===== src/rtl/scarv_rom_arbiter.sv =====
// Two-port arbiter in front of a single-port boot ROM with one cycle of read
// latency. Port 0 carries data/debug reads and port 1 carries instruction
// fetches. Returned words are not registered here: the ROM output is held by
// keeping rom_cen low while the owner stalls.
//
// state     | meaning
// ----------+---------------------------------------------------
// ST_IDLE   | no response outstanding
// ST_RESP0  | ROM word on rom_rdata belongs to port 0, rvalid high
// ST_RESP1  | ROM word on rom_rdata belongs to port 1, rvalid high
module scarv_rom_arbiter #(
   parameter int DEPTH    = 1024,
   parameter int WIDTH    = 32,
   parameter int ARB_MODE = 1,
   localparam int AW      = $clog2(DEPTH) - 1,
   localparam int DW      = WIDTH - 1
) (
   input  logic          g_clk,
   input  logic          g_reset,

   input  logic          r0_req,
   input  logic [AW:0]   r0_addr,
   output logic          r0_gnt,
   output logic          r0_rvalid,
   input  logic          r0_rready,
   output logic [DW:0]   r0_rdata,

   input  logic          r1_req,
   input  logic [AW:0]   r1_addr,
   output logic          r1_gnt,
   output logic          r1_rvalid,
   input  logic          r1_rready,
   output logic [DW:0]   r1_rdata,

   output logic          rom_cen,
   output logic [AW:0]   rom_addr,
   input  logic [DW:0]   rom_rdata
);

   typedef enum logic [1:0] {
      ST_IDLE  = 2'b00,
      ST_RESP0 = 2'b01,
      ST_RESP1 = 2'b10
   } state_t;

   state_t r_state;
   state_t w_state_nxt;
   logic   r_last;
   logic   w_last_nxt;

   logic   w_free;
   logic   w_pick1;
   logic   w_gnt0;
   logic   w_gnt1;

   // State and round-robin history; reset leaves port 1 as last served so
   // port 0 wins the first tie.
   always_ff @(posedge g_clk) begin
      if (g_reset) begin
         r_state <= ST_IDLE;
         r_last  <= 1'b1;
      end else begin
         r_state <= w_state_nxt;
         r_last  <= w_last_nxt;
      end
   end

   // Issue permission, arbitration and next-state; grants never look at
   // rom_rdata so the ROM output has no path into the request side.
   always_comb begin
      w_state_nxt = r_state;
      w_last_nxt  = r_last;
      w_free      = 1'b0;
      w_pick1     = 1'b0;
      w_gnt0      = 1'b0;
      w_gnt1      = 1'b0;

      // A response being consumed this cycle frees the ROM for a new read,
      // which is what allows one word per cycle when streaming.
      unique case (r_state)
         ST_IDLE:  w_free = 1'b1;
         ST_RESP0: w_free = r0_rready;
         ST_RESP1: w_free = r1_rready;
         default:  w_free = 1'b1;
      endcase

      // On a tie, round-robin hands the ROM to whichever port was not last.
      w_pick1 = (ARB_MODE != 0) && (r_last == 1'b0);

      if (!g_reset && w_free) begin
         if (r0_req && r1_req) begin
            w_gnt1 = w_pick1;
            w_gnt0 = !w_pick1;
         end else begin
            w_gnt0 = r0_req;
            w_gnt1 = r1_req;
         end
      end

      if (w_gnt0) begin
         w_state_nxt = ST_RESP0;
      end else if (w_gnt1) begin
         w_state_nxt = ST_RESP1;
      end else if (w_free) begin
         w_state_nxt = ST_IDLE;
      end

      if (ARB_MODE != 0) begin
         if (w_gnt0) begin
            w_last_nxt = 1'b0;
         end else if (w_gnt1) begin
            w_last_nxt = 1'b1;
         end
      end
   end

   // Output drive; rvalid is masked during reset because the state register
   // only clears on the reset edge.
   always_comb begin
      r0_gnt    = w_gnt0;
      r1_gnt    = w_gnt1;
      rom_cen   = w_gnt0 | w_gnt1;
      rom_addr  = w_gnt1 ? r1_addr : r0_addr;
      r0_rvalid = !g_reset && (r_state == ST_RESP0);
      r1_rvalid = !g_reset && (r_state == ST_RESP1);
      r0_rdata  = rom_rdata;
      r1_rdata  = rom_rdata;
   end

endmodule


===== config.mk =====
export PLATFORM = sky130hd
export DESIGN_NAME = scarv_rom_arbiter
export DESIGN_NICKNAME = d
export VERILOG_FILES = /design/src/rtl/scarv_rom_arbiter.sv
export SDC_FILE = /design/constraint.sdc
export NUM_CORES = 1
export LEC_CHECK = 0
export CORE_UTILIZATION = 24
export CTS_BUF_LIST = sky130_fd_sc_hd__clkbuf_16
export CTS_CLUSTER_SIZE = 30
export DETAILED_ROUTE_END_ITERATION = 6
export HOLD_SLACK_MARGIN = 0.1
export PLACE_DENSITY_LB_ADDON = 0.12
export REMOVE_ABC_BUFFERS = 1
export SYNTH_ARGS = -nofsm -noshare
export SYNTH_HDL_FRONTEND = slang
export SYNTH_SLANG_ARGS = --single-unit

===== constraint.sdc =====
create_clock -name g_clk -period 6.8 [get_ports g_clk]
set_input_delay 2.04 -clock g_clk [delete_from_list [all_inputs] [get_ports g_clk]]
set_output_delay 2.04 -clock g_clk [all_outputs]
set_load 0.02 [all_outputs]

; ---- Yosys cells after proc, flatten, opt, wreduce, memory -nomap -nowiden
; Cells that the tools add are included.
; W data, S select, Z words.
[word_totals]
reg_bits = 3
inputBits = 58
output_inout_bits = 79
elab_cells = 27
[classes]
n_eq_ne = 2
muxes = 11
bitwise_logic = 2
n_reduce_logical = 9
[op_table]
columns = operator, n
row1 = $mux W10, 1
row2 = $mux W1, 7
row3 = $logic_and A1 B1 Y1, 4
row4 = $mux W2, 2
row5 = $reduce_bool A2 Y1, 2
row6 = $reduce_bool A3 Y1, 1
row7 = $eq A2 B1 Y1 const B, 1
row8 = $eq A2 B2 Y1 const B, 1
row9 = $pmux W1 S2, 1
row10 = $reduce_or A2 Y1, 1
row11 = $logic_not A1 Y1, 1
row12 = $not A1 Y1, 1
row13 = $or A1 B1 Y1, 1

; ---- Depth between registers and ports, before layout
; Gate-level depths: netlist (run 1).
[logic_depth]
depth_word = 6
mapped_depth = 6
depth_no_buf = 5

; ---- Worst setup path before layout (run 1)
; OpenSTA, ideal clock, no wires.
[synth_path]
path_kind = input-to-output
startpoint = in r1_rready
endpoint = out rom_addr[0]
t_arrival_ns = 3.034
required_ns = 4.760
path_slack_ns = 1.726
stages = 4
path_buffers = 1
path_cell_list = a221oi_4 nor3b_2 buf_6 mux2_4
[synth_via]
elab_chain_len = 4
[synth_rtl]
columns = item, line
row1 = from (decl), 32  ; input logic r1_rready,
row2 = $pmux W1 S2, 80  ; unique case (r_state)
row3 = $logic_and A1 B1 Y1, 90  ; if (!g_reset && w_free) begin
row4 = $mux W1, 90
row5 = net r1_gnt, 30  ; output logic r1_gnt,
row6 = $mux W10, 123  ; rom_addr = w_gnt1 ? r1_addr : r0_addr;
row7 = to (decl), 36  ; output logic [AW:0] rom_addr,
; The timed path passes the listed nets, and every way through them passes these cells.

; ---- Final worst setup path (run 1)
[layout_path]
startpoint = in r1_req
endpoint = out rom_addr[9]
[layout_via]
elab_chain_len = 4
[layout_rtl]
columns = item, line
row1 = from (decl), 28  ; input logic r1_req,
row2 = $logic_and A1 B1 Y1, 91  ; if (r0_req && r1_req) begin
row3 = $mux W1 (*), 91
row4 = $mux W1 (*), 90
row5 = $mux W10 (*), 123
; Every way passes the cells marked *; elsewhere a longest branch is shown, timed or not.

==> metrics.md, run 1 <==
| Metric | Value |
|---|---|
| CP max-delay cell | `clkdlybuf4s50_1` |
| PortBufs | `40` |
| Final WL | `4.11 mm` |
| Cts bufs inserted | `3` |
| Worst Setup End Kind | `output port` |
| Area of the multi-input gates | `303 sq um` |
| Placer congestion estimate | `0.744` |
| Die X | `61.9 um` |
| Count leader, synth | `buf_4` |
| Placed cell count | `122` |
| Worst VDD drop | `103 uV` |
| Fill cells | `345` |
| Non-filler cells, final | `126` |
| Placed Area | `836 sq um` |
| Yosys synthesis warning count | `0` |
| Setup violators final | `0` |
| Post-Syn Instances | `100` |
| First-pass GRT wire length | `4.60 mm` |
| DR vias | `555` |
| Synth top cells by count | `64 x buf_4, 9 x mux2_4, 3 x dfxtp_1, 3 x nor2_1` |
| Critical Path Source Type | `input port` |
| Vias in the first global route | `477` |
| Seq/Total Area, Yosys | `6.97%` |
| FF+latch area | `60.1 sq um` |
| RSZ-0062 raised after global routing | `false` |
| CP delay by family, top | `buffers and inverters` |
| Req. time, crit path | `4.76 ns` |
| Crit path largest cell delay | `0.53 ns` |
| EDFF count, synth | `0` |
| Type of the worst setup path | `in2out` |
| Rel. slew slack | `73.9%` |
| H-Tree Depth | `1` |
| Residual DRC | `0` |
| Final hold violation count | `0` |
| Setup Buffers After CTS | `0` |
| Leading area contributor after synthesis | `buf_4` |
| DR vias/cell | `4.40` |
| Worst Skew | `0.000518 ns` |
| Clk root buf | `clkbuf_16` |
| Primary FF master, synth | `dfxtp_1` |
| Yosys top cell area share | `55.7%` |
| Nets@finish | `141` |
| # rows | `21` |
| Most used cell, CP | `clkdlybuf4s50_1` |
| Yosys reg bits | `3` |
| Diodes inserted | `0` |
| Clock slew seen by the registers of the worst setup and hold paths | `0.03 ns` |
| Num ports | `137` |
| R2r setup slk | `5.26 ns` |
| Lkg Pwr | `0.359 nW` |
| Largest net degree at the start of global routing | `12` |
| Hold Slack | `0.467 ns` |
| Worst-Margin Slew | `0.391 ns` |
| Die Area | `3840 sq um` |
| Crit path cell chain | `clkdlybuf4s50_1 -> a21boi_0 -> nor3b_2 -> buf_4 -> mux2_2 -> clkdlybuf4s50_1` |
| GR Overflow Total | `0` |
| Starting DRT DRC Count | `14` |
| Synthesis-to-layout area growth | `6.10%` |
| Min-delay worst type | `reg2reg` |
| Post-synth ARST share | `0%` |
| Initial DRT Pass Iterations | `3` |
| CTS tree | `built` |
| Clock sink count | `3` |
| Synthesized area | `862 sq um` |
| Max-slew violations | `0` |
| Hpwl dp | `3.64 mm` |
| Yosys cell types | `19` |
| Initial antenna violation count | `0` |
| Die Ht | `61.9 um` |
| Achievable Freq | `162 MHz` |
| DR WL/cell | `32.6 um` |
| Starting density of the core | `25.4%` |
| Post-CTS sizing | `0` |
| Syn Area/Cell | `8.62 sq um` |
| PwrDens | `199 nW/um^2` |
| CTS Hold Bufs | `0` |
| Worst Path Arrival | `4.13 ns` |
| Worst Path Max Fanout | `11` |
| Minimum clock period | `6.17 ns` |
| Share of layout cells above drive strength 1 | `20.0%` |
| Final setup TNS | `0 ns` |
| Later-pin clock latency in the skew report | `0.22 ns` |
| Period utilization | `90.7%` |
| Max-Cap Viols | `0` |
| CTS max path bufs | `2` |
| Status | `finished, final reports clean` |
| Total Routing Usage GR | `20.0%` |
| Design area | `915 sq um` |
| Top cells by area, synth | `buf_4 56%, mux2_4 16%, dfxtp_1 7.0%` |
| Buf/Inv on CP | `3` |
| Core area | `3390 sq um` |
| Post-route ant nets | `0` |
layer usage:
metal  vias to the layer above  part of all wire (%)  routed length (um)  GRT usage, %
met4                         0                   4.2                 174          10.8
met2                        89                    43                1750          28.3
met5                         -                     0                   0          2.86
li1                        215                     -                   -             -
met1                       241                    27                1100          15.6
met3                        10                    26                1080          24.6
cells in the final DEF, fill, tap and decap left out, drive strengths merged:
cell type      netlist  routed
clkdlybuf4s50        0      40
nor3b                1       1
nor3                 2       2
a211o                1       1
buf                 65       1
mux2                10      10
nor2                 3       3
nor2b                2       2
mux2i                1       1
dfxtp                3       3
nand3b               1       1
clkbuf               0       3
nand2                2       2
a21boi               1       1
nand2b               2       2
ha                   2       2
a221oi               1       1
a21oi                1       1
inv                  2       3
cells by family after synthesis:
family / synth area share, %
AOI/OAI and AO/OA: 5.52
muxes: 18.1
and+or+nand+nor: 8.56
DFF: 6.97
adders and majority gates: 2.90
buffers and inverters: 57.9
layout make-up:
cell class / instances / share of cell area [%]
multi-input cells: 30 / 33.1
inverters: 2 / 0.821
clock inverters: 1 / 0.410
repair buffers: 41 / 44.6
well taps: 46 / 6.29
clock buffers: 3 / 8.21
flip-flops and latches: 3 / 6.57
through the flow:
stage | setup WS (ns) | power [mW] | util, %
floorplan | 1.13 | 0.0586 | -
global placement | 0.587 | 0.0933 | 24.7
detailed placement | 0.621 | 0.0931 | 24.7
CTS | 0.609 | 0.185 | 27.0
global route | 0.481 | 0.192 | 27.0
finish | 0.631 | 0.182 | 27.0
where the power goes:
| group | internal, mW | leakage (nW) | total (mW) | switching [mW] |
|---|---|---|---|---|
| combinational | 0.0423 | 0.291 | 0.0707 | 0.0284 |
| sequential | 0.0199 | 0.0249 | 0.0213 | 0.00139 |
| clock | 0.0757 | 0.0423 | 0.0904 | 0.0147 |
| total | 0.138 | 0.359 | 0.182 | 0.0445 |
final timing paths:
kind,depth (start not counted),from,endpoint
setup / recovery,6,r1_req,rom_addr[9]
hold / removal,1,r_last$_SDFFE_PP1P_,r_last$_SDFFE_PP1P_
setup reg to reg,5,r_state[0]$_SDFFE_PP0P_,r_last$_SDFFE_PP1P_
hold reg to reg,1,r_last$_SDFFE_PP1P_,r_last$_SDFFE_PP1P_
sequential cells by signal, summed over array words and instances (netlist names):
register and count:
r_last 1, r_state 2
Power figures use the tool's default switching activity.
==> run 2, diff against run 1 <==
--- a/config.mk
+++ b/config.mk
@@ -6,4 +6,5 @@
 export NUM_CORES = 1
 export LEC_CHECK = 0
+export CORE_MARGIN = 4
 export CORE_UTILIZATION = 24
 export CTS_BUF_LIST = sky130_fd_sc_hd__clkbuf_16
==> constraint.sdc (replaced) <==
create_clock -name g_clk -period 6.8 [get_ports g_clk]
set_input_delay 2.04 -clock g_clk [delete_from_list [all_inputs] [get_ports g_clk]]
set_output_delay 2.04 -clock g_clk [all_outputs]
set_load 0.1 [all_outputs]
==> run 2 against run 1 <==
  * Critical path type unchanged
  * Non-clock buffer count unchanged
  * First-iteration DRC count up 64%
  * Total power up 36%
  * Worst setup slack better by 0.36 ns
  * Clock power up 2%
  * Count of clock-buffer cells in the layout unchanged
  * Sequential share of layout area down 0.65 points
  * Die area up 20%
==> metrics.md, run 2 (synthesized netlist as in run 1, its figures left out) <==
| Metric | Value |
|---|---|
| Share of layout cells above drive strength 1 | `38.8%` |
| Status | `finished, final reports clean` |
| Crit path cell chain | `clkdlybuf4s50_1 -> a221oi_4 -> nor3b_2 -> buf_4 -> mux2_4 -> buf_12` |
| Final WL | `3.86 mm` |
| Residual DRC | `0` |
| Pint | `0.150 mW` |
| Largest net degree at the start of global routing | `12` |
| Die X | `67.9 um` |
| Max FFs per register | `2` |
| Starting DRT DRC Count | `23` |
| Hold Slack | `0.475 ns` |
| Power share of the clock group | `37.1%` |
| R2r setup slk | `5.22 ns` |
| Worst Setup End Kind | `output port` |
| Reg power frac | `8.7%` |
| Switch share | `39.7%` |
| Core area | `3390 sq um` |
| Clock slew seen by the registers of the worst setup and hold paths | `0.03 ns` |
| Crit path largest cell delay | `0.48 ns` |
| Hpwl dp | `3.41 mm` |
| Setup Buffers After CTS | `0` |
| Buf/Inv on CP | `3` |
| # rows | `21` |
| CP delay by family, top | `buffers and inverters` |
| Most frequent cells in the layout | `25 x clkdlybuf4s50_1, 11 x buf_12, 9 x mux2_4` |
| First-pass GRT wire length | `4.66 mm` |
| Period utilization | `85.4%` |
| Lkg Pwr | `0.425 nW` |
| Clock sink count | `3` |
| Fill cells | `349` |
| DR WL/cell | `30.6 um` |
| Initial DRT Pass Iterations | `3` |
| DR vias | `537` |
| Clk root buf | `clkbuf_16` |
| Minimum clock period | `5.81 ns` |
| Post-CTS sizing | `0` |
| Nets@finish | `141` |
| CTS Hold Bufs | `0` |
| Final hold violation count | `0` |
| Req. time, crit path | `4.76 ns` |
| Max-Cap Viols | `0` |
| Total Routing Usage GR | `15.5%` |
| Rel. slew slack | `70.5%` |
| Vias in the first global route | `517` |
| Commonest non-fill, non-tap cell in the layout | `clkdlybuf4s50_1` |
| Synthesis-to-layout area growth | `17.7%` |
| Critical Path Source Type | `input port` |
| Initial antenna violation count | `0` |
| H-Tree Depth | `1` |
| Cts bufs inserted | `3` |
| Starting density of the core | `25.4%` |
| CTS max path bufs | `2` |
| Diodes inserted | `0` |
| Worst Skew | `0.00254 ns` |
| Sw power | `0.0986 mW` |
| Worst-Margin Slew | `0.442 ns` |
| Placer congestion estimate | `0.763` |
| CTS tree | `built` |
| Num ports | `137` |
| PwrDens | `245 nW/um^2` |
| Regs by FF count | `r_state: 2 flops, r_last: 1 flops` |
| PortBufs | `40` |
| Comb pwr share | `54.2%` |
| Achievable Freq | `172 MHz` |
| Largest Register | `r_state` |
| Die Ht | `67.9 um` |
| Post-route ant nets | `0` |
| Worst VDD drop | `101 uV` |
| Type of the worst setup path | `in2out` |
| DR vias/cell | `4.26` |
| GR Overflow Total | `0` |
| CP max-delay cell | `a221oi_4` |
| RSZ-0062 raised after global routing | `false` |
| Final Core Density | `29.9%` |
| Later-pin clock latency in the skew report | `0.22 ns` |
| Worst Path Max Fanout | `11` |
| Setup violators final | `0` |
| Min-delay worst type | `reg2reg` |
| Worst Path Arrival | `3.77 ns` |
| Die Area | `4620 sq um` |
| Final Power | `0.249 mW` |
| Max-slew violations | `0` |
[run 2: changes by cell type in the layout (fill, tap and decap cells not counted), sizes merged]
| cell | delta |
|---|---|
| clkdlybuf4s50 | -15 |
| buf | +15 |
[run 2: path summary, 6_finish.rpt]
check / from / to / cells past startpoint
setup / recovery: r1_rready / rom_addr[4] / 6
hold / removal: r_state[0]$_SDFFE_PP0P_ / r_state[0]$_SDFFE_PP0P_ / 2
setup reg to reg: r_state[0]$_SDFFE_PP0P_ / r_last$_SDFFE_PP1P_ / 5
hold reg to reg: r_state[0]$_SDFFE_PP0P_ / r_state[0]$_SDFFE_PP0P_ / 2
[run 2: worst reg2reg max path: stages (launching register included)]
cell	delay, ns
dfxtp_1	0.35
inv_1	0.06
ha_1	0.23
a221oi_4	0.47
nor2_1	0.09
a211o_1	0.27
[run 2: area by class of cell]
class                      count  area (sq um)  area share (%)
multi-input combinational     30           303            29.8
timing repair buffer          41           508            50.1
clock buffer                   3          75.1            7.40
sequential                     3          60.1            5.92
tap                           46          57.6            5.67
inverter                       2          7.51           0.740
clock inverter                 1          3.75           0.370
[run 2: power by group through the flow]
stage	Sequential (mW)	Clock, mW	Combinational [mW]
4_1_cts	0.0215	0.0941	0.136
3_5_place_dp	0.0218	0	0.136
5_1_grt	0.0218	0.0952	0.139
3_3_place_gp	0.0216	0	0.135
2_1_floorplan	0.0213	0	0.0872
6_report	0.0216	0.0922	0.135
[run 2: routing by layer]
| layer | vias up | part of all wire, % | GRT usage [%] |
|---|---|---|---|
| met5 | - | 0 | 3.75 |
| met4 | 0 | 0.10 | 2.73 |
| met3 | 2 | 29 | 21.2 |
| met2 | 88 | 41 | 18.8 |
| met1 | 229 | 30 | 15.5 |
| li1 | 218 | - | - |
[run 2: metrics by stage]
stage	setup TNS [ns]	cells	cell area, sq um	setup slack (ns)
after floorplan	-0.0725	35	370	-0.0725
after global placement	0	122	936	0.900
after detailed placement	0	122	936	0.947
after CTS	0	126	1010	0.966
after global routing	0	126	1010	0.818
final	0	126	1010	0.990
==> run 3, diff against run 2 <==
Settings changed: CAP_MARGIN from default to 15, CTS_CLUSTER_SIZE 30 to default.
Clock period 6.8 ns to 7.4 ns, I/O delays scaled along.
==> run 3 against run 2 <==
  * Die area unchanged
  * Register-to-register slack better by 0.62 ns
  * First-iteration DRC count up 17%
==> metrics.md, run 3 (synthesized netlist as in run 1, its figures left out) <==
| Metric | Value |
|---|---|
| Setup violators final | `0` |
| Placer congestion estimate | `0.762` |
| Reg-to-Reg Start | `r_state[0]$_SDFFE_PP0P_` |
| Design area | `1000 sq um` |
| Largest net degree at the start of global routing | `12` |
| Die X | `67.9 um` |
| Die Ht | `67.9 um` |
| Period utilization | `84.1%` |
| Max-slew violations | `0` |
| Commonest non-fill, non-tap cell in the layout | `clkdlybuf4s50_1` |
| GR Overflow Total | `0` |
| Crit path largest cell delay | `0.50 ns` |
| DR vias | `528` |
| Clock slew seen by the registers of the worst setup and hold paths | `0.03 ns` |
| Non-filler cells, final | `126` |
| Worst Setup Slack, final | `1.18 ns` |
| DR vias/cell | `4.19` |
| Max-Cap Viols | `0` |
| Worst Path Arrival | `4.00 ns` |
| Diodes inserted | `0` |
| DR WL/cell | `30.5 um` |
| Final setup TNS | `0 ns` |
| H-Tree Depth | `1` |
| Clk root buf | `clkbuf_16` |
| Type of the worst setup path | `in2out` |
| CP delay by family, top | `buffers and inverters` |
| Pre-CTS setup slack | `1.19 ns` |
| Req. time, crit path | `5.18 ns` |
| Starting density of the core | `25.4%` |
| Placed cell count | `122` |
| Placed Area | `923 sq um` |
| Minimum clock period | `6.22 ns` |
| Achievable Freq | `161 MHz` |
| # rows | `21` |
| Nets@finish | `141` |
| Residual DRC | `0` |
| Core area | `3390 sq um` |
| Later-pin clock latency in the skew report | `0.22 ns` |
| Final hold violation count | `0` |
| Cells on Worst Hold Path | `1` |
| R2r setup slk | `5.84 ns` |
| Largest Register | `r_state` |
| Regs by FF count | `r_state: 2 flops, r_last: 1 flops` |
| Worst r2r dst | `r_last$_SDFFE_PP1P_` |
| RSZ-0062 raised after global routing | `false` |
| Initial DRT Pass Iterations | `3` |
| Max FFs per register | `2` |
| Most frequent cells in the layout | `25 x clkdlybuf4s50_1, 10 x buf_12, 9 x mux2_4` |
| Worst Setup End Kind | `output port` |
| Buf/Inv on CP | `3` |
| First-pass GRT wire length | `4.73 mm` |
| Total Routing Usage GR | `15.7%` |
| Worst-Margin Slew | `0.416 ns` |
| Worst Path Max Fanout | `11` |
| Post-CTS sizing | `0` |
| Worst VDD drop | `91.9 uV` |
| Hpwl dp | `3.42 mm` |
| Critical Path Source Type | `input port` |
| Crit path cell chain | `clkdlybuf4s50_1 -> a21boi_0 -> nor3b_2 -> buf_4 -> mux2_2 -> buf_12` |
| CTS tree | `built` |
| CTS Hold Bufs | `0` |
| Min-Delay Startpoint | `r_last$_SDFFE_PP1P_` |
| Starting DRT DRC Count | `27` |
| Clock sink count | `3` |
| Fill cells | `339` |
| Share of layout cells above drive strength 1 | `38.8%` |
| Status | `finished, final reports clean` |
| PwrDens | `226 nW/um^2` |
| PortBufs | `40` |
| Synthesis-to-layout area growth | `16.3%` |
| Initial antenna violation count | `0` |
| Reg2Reg Depth | `5` |
| Hold endpoint | `r_last$_SDFFE_PP1P_` |
| Final WL | `3.84 mm` |
| Worst Skew | `0.00188 ns` |
| Cts bufs inserted | `3` |
| Post-route ant nets | `0` |
| Num ports | `137` |
| CTS max path bufs | `2` |
| Lkg Pwr | `0.422 nW` |
| Die Area | `4620 sq um` |
| CP max-delay cell | `clkdlybuf4s50_1` |
| Final Power | `0.226 mW` |
| Rel. slew slack | `72.3%` |
| Setup Buffers After CTS | `0` |
| Min-delay worst type | `reg2reg` |
| Vias in the first global route | `552` |
run 3: worst max path at each step:
stage                  endpoint  cells past startpoint   start
floorplan           rom_addr[9]                      3  r1_req
global placement    rom_addr[9]                      6  r1_req
detailed placement  rom_addr[9]                      6  r1_req
CTS                 rom_addr[9]                      6  r1_req
global route        rom_addr[9]                      6  r1_req
finish              rom_addr[9]                      6  r1_req
run 3: stage by stage:
stage	utilization, %	hold WS [ns]
6_report	29.6	0.473
5_1_grt	29.6	0.494
4_1_cts	29.6	0.477
3_5_place_dp	27.2	0.470
3_3_place_gp	27.2	0.462
2_1_floorplan	-	0.443
run 3: per-layer routing:
layer  vias to the layer above  routed length [um]  GRT usage [%]  share of wire, %
li1                        216                   -              -                 -
met5                         -                   0           3.75                 0
met3                         4                1130           21.8                29
met2                        82                1570           19.9                41
met1                       226                1130           14.7                29
met4                         0                  13           2.73              0.34
run 3: final cells by class:
| cell class | instances | area, sq um | share of cell area (%) |
|---|---|---|---|
| Clock buffer | 3 | 75.1 | 7.49 |
| Clock inverter | 1 | 3.75 | 0.375 |
| Inverter | 2 | 7.51 | 0.749 |
| Multi-Input combinational cell | 30 | 303 | 30.2 |
| Sequential cell | 3 | 60.1 | 5.99 |
| Tap cell | 46 | 57.6 | 5.74 |
| Timing Repair Buffer | 41 | 495 | 49.4 |
run 3: power breakdown:
part	leakage, nW	internal [mW]	switching (mW)
Clock	0.0423	0.0696	0.0143
Combinational	0.355	0.0488	0.0737
Sequential	0.0249	0.0183	0.00142
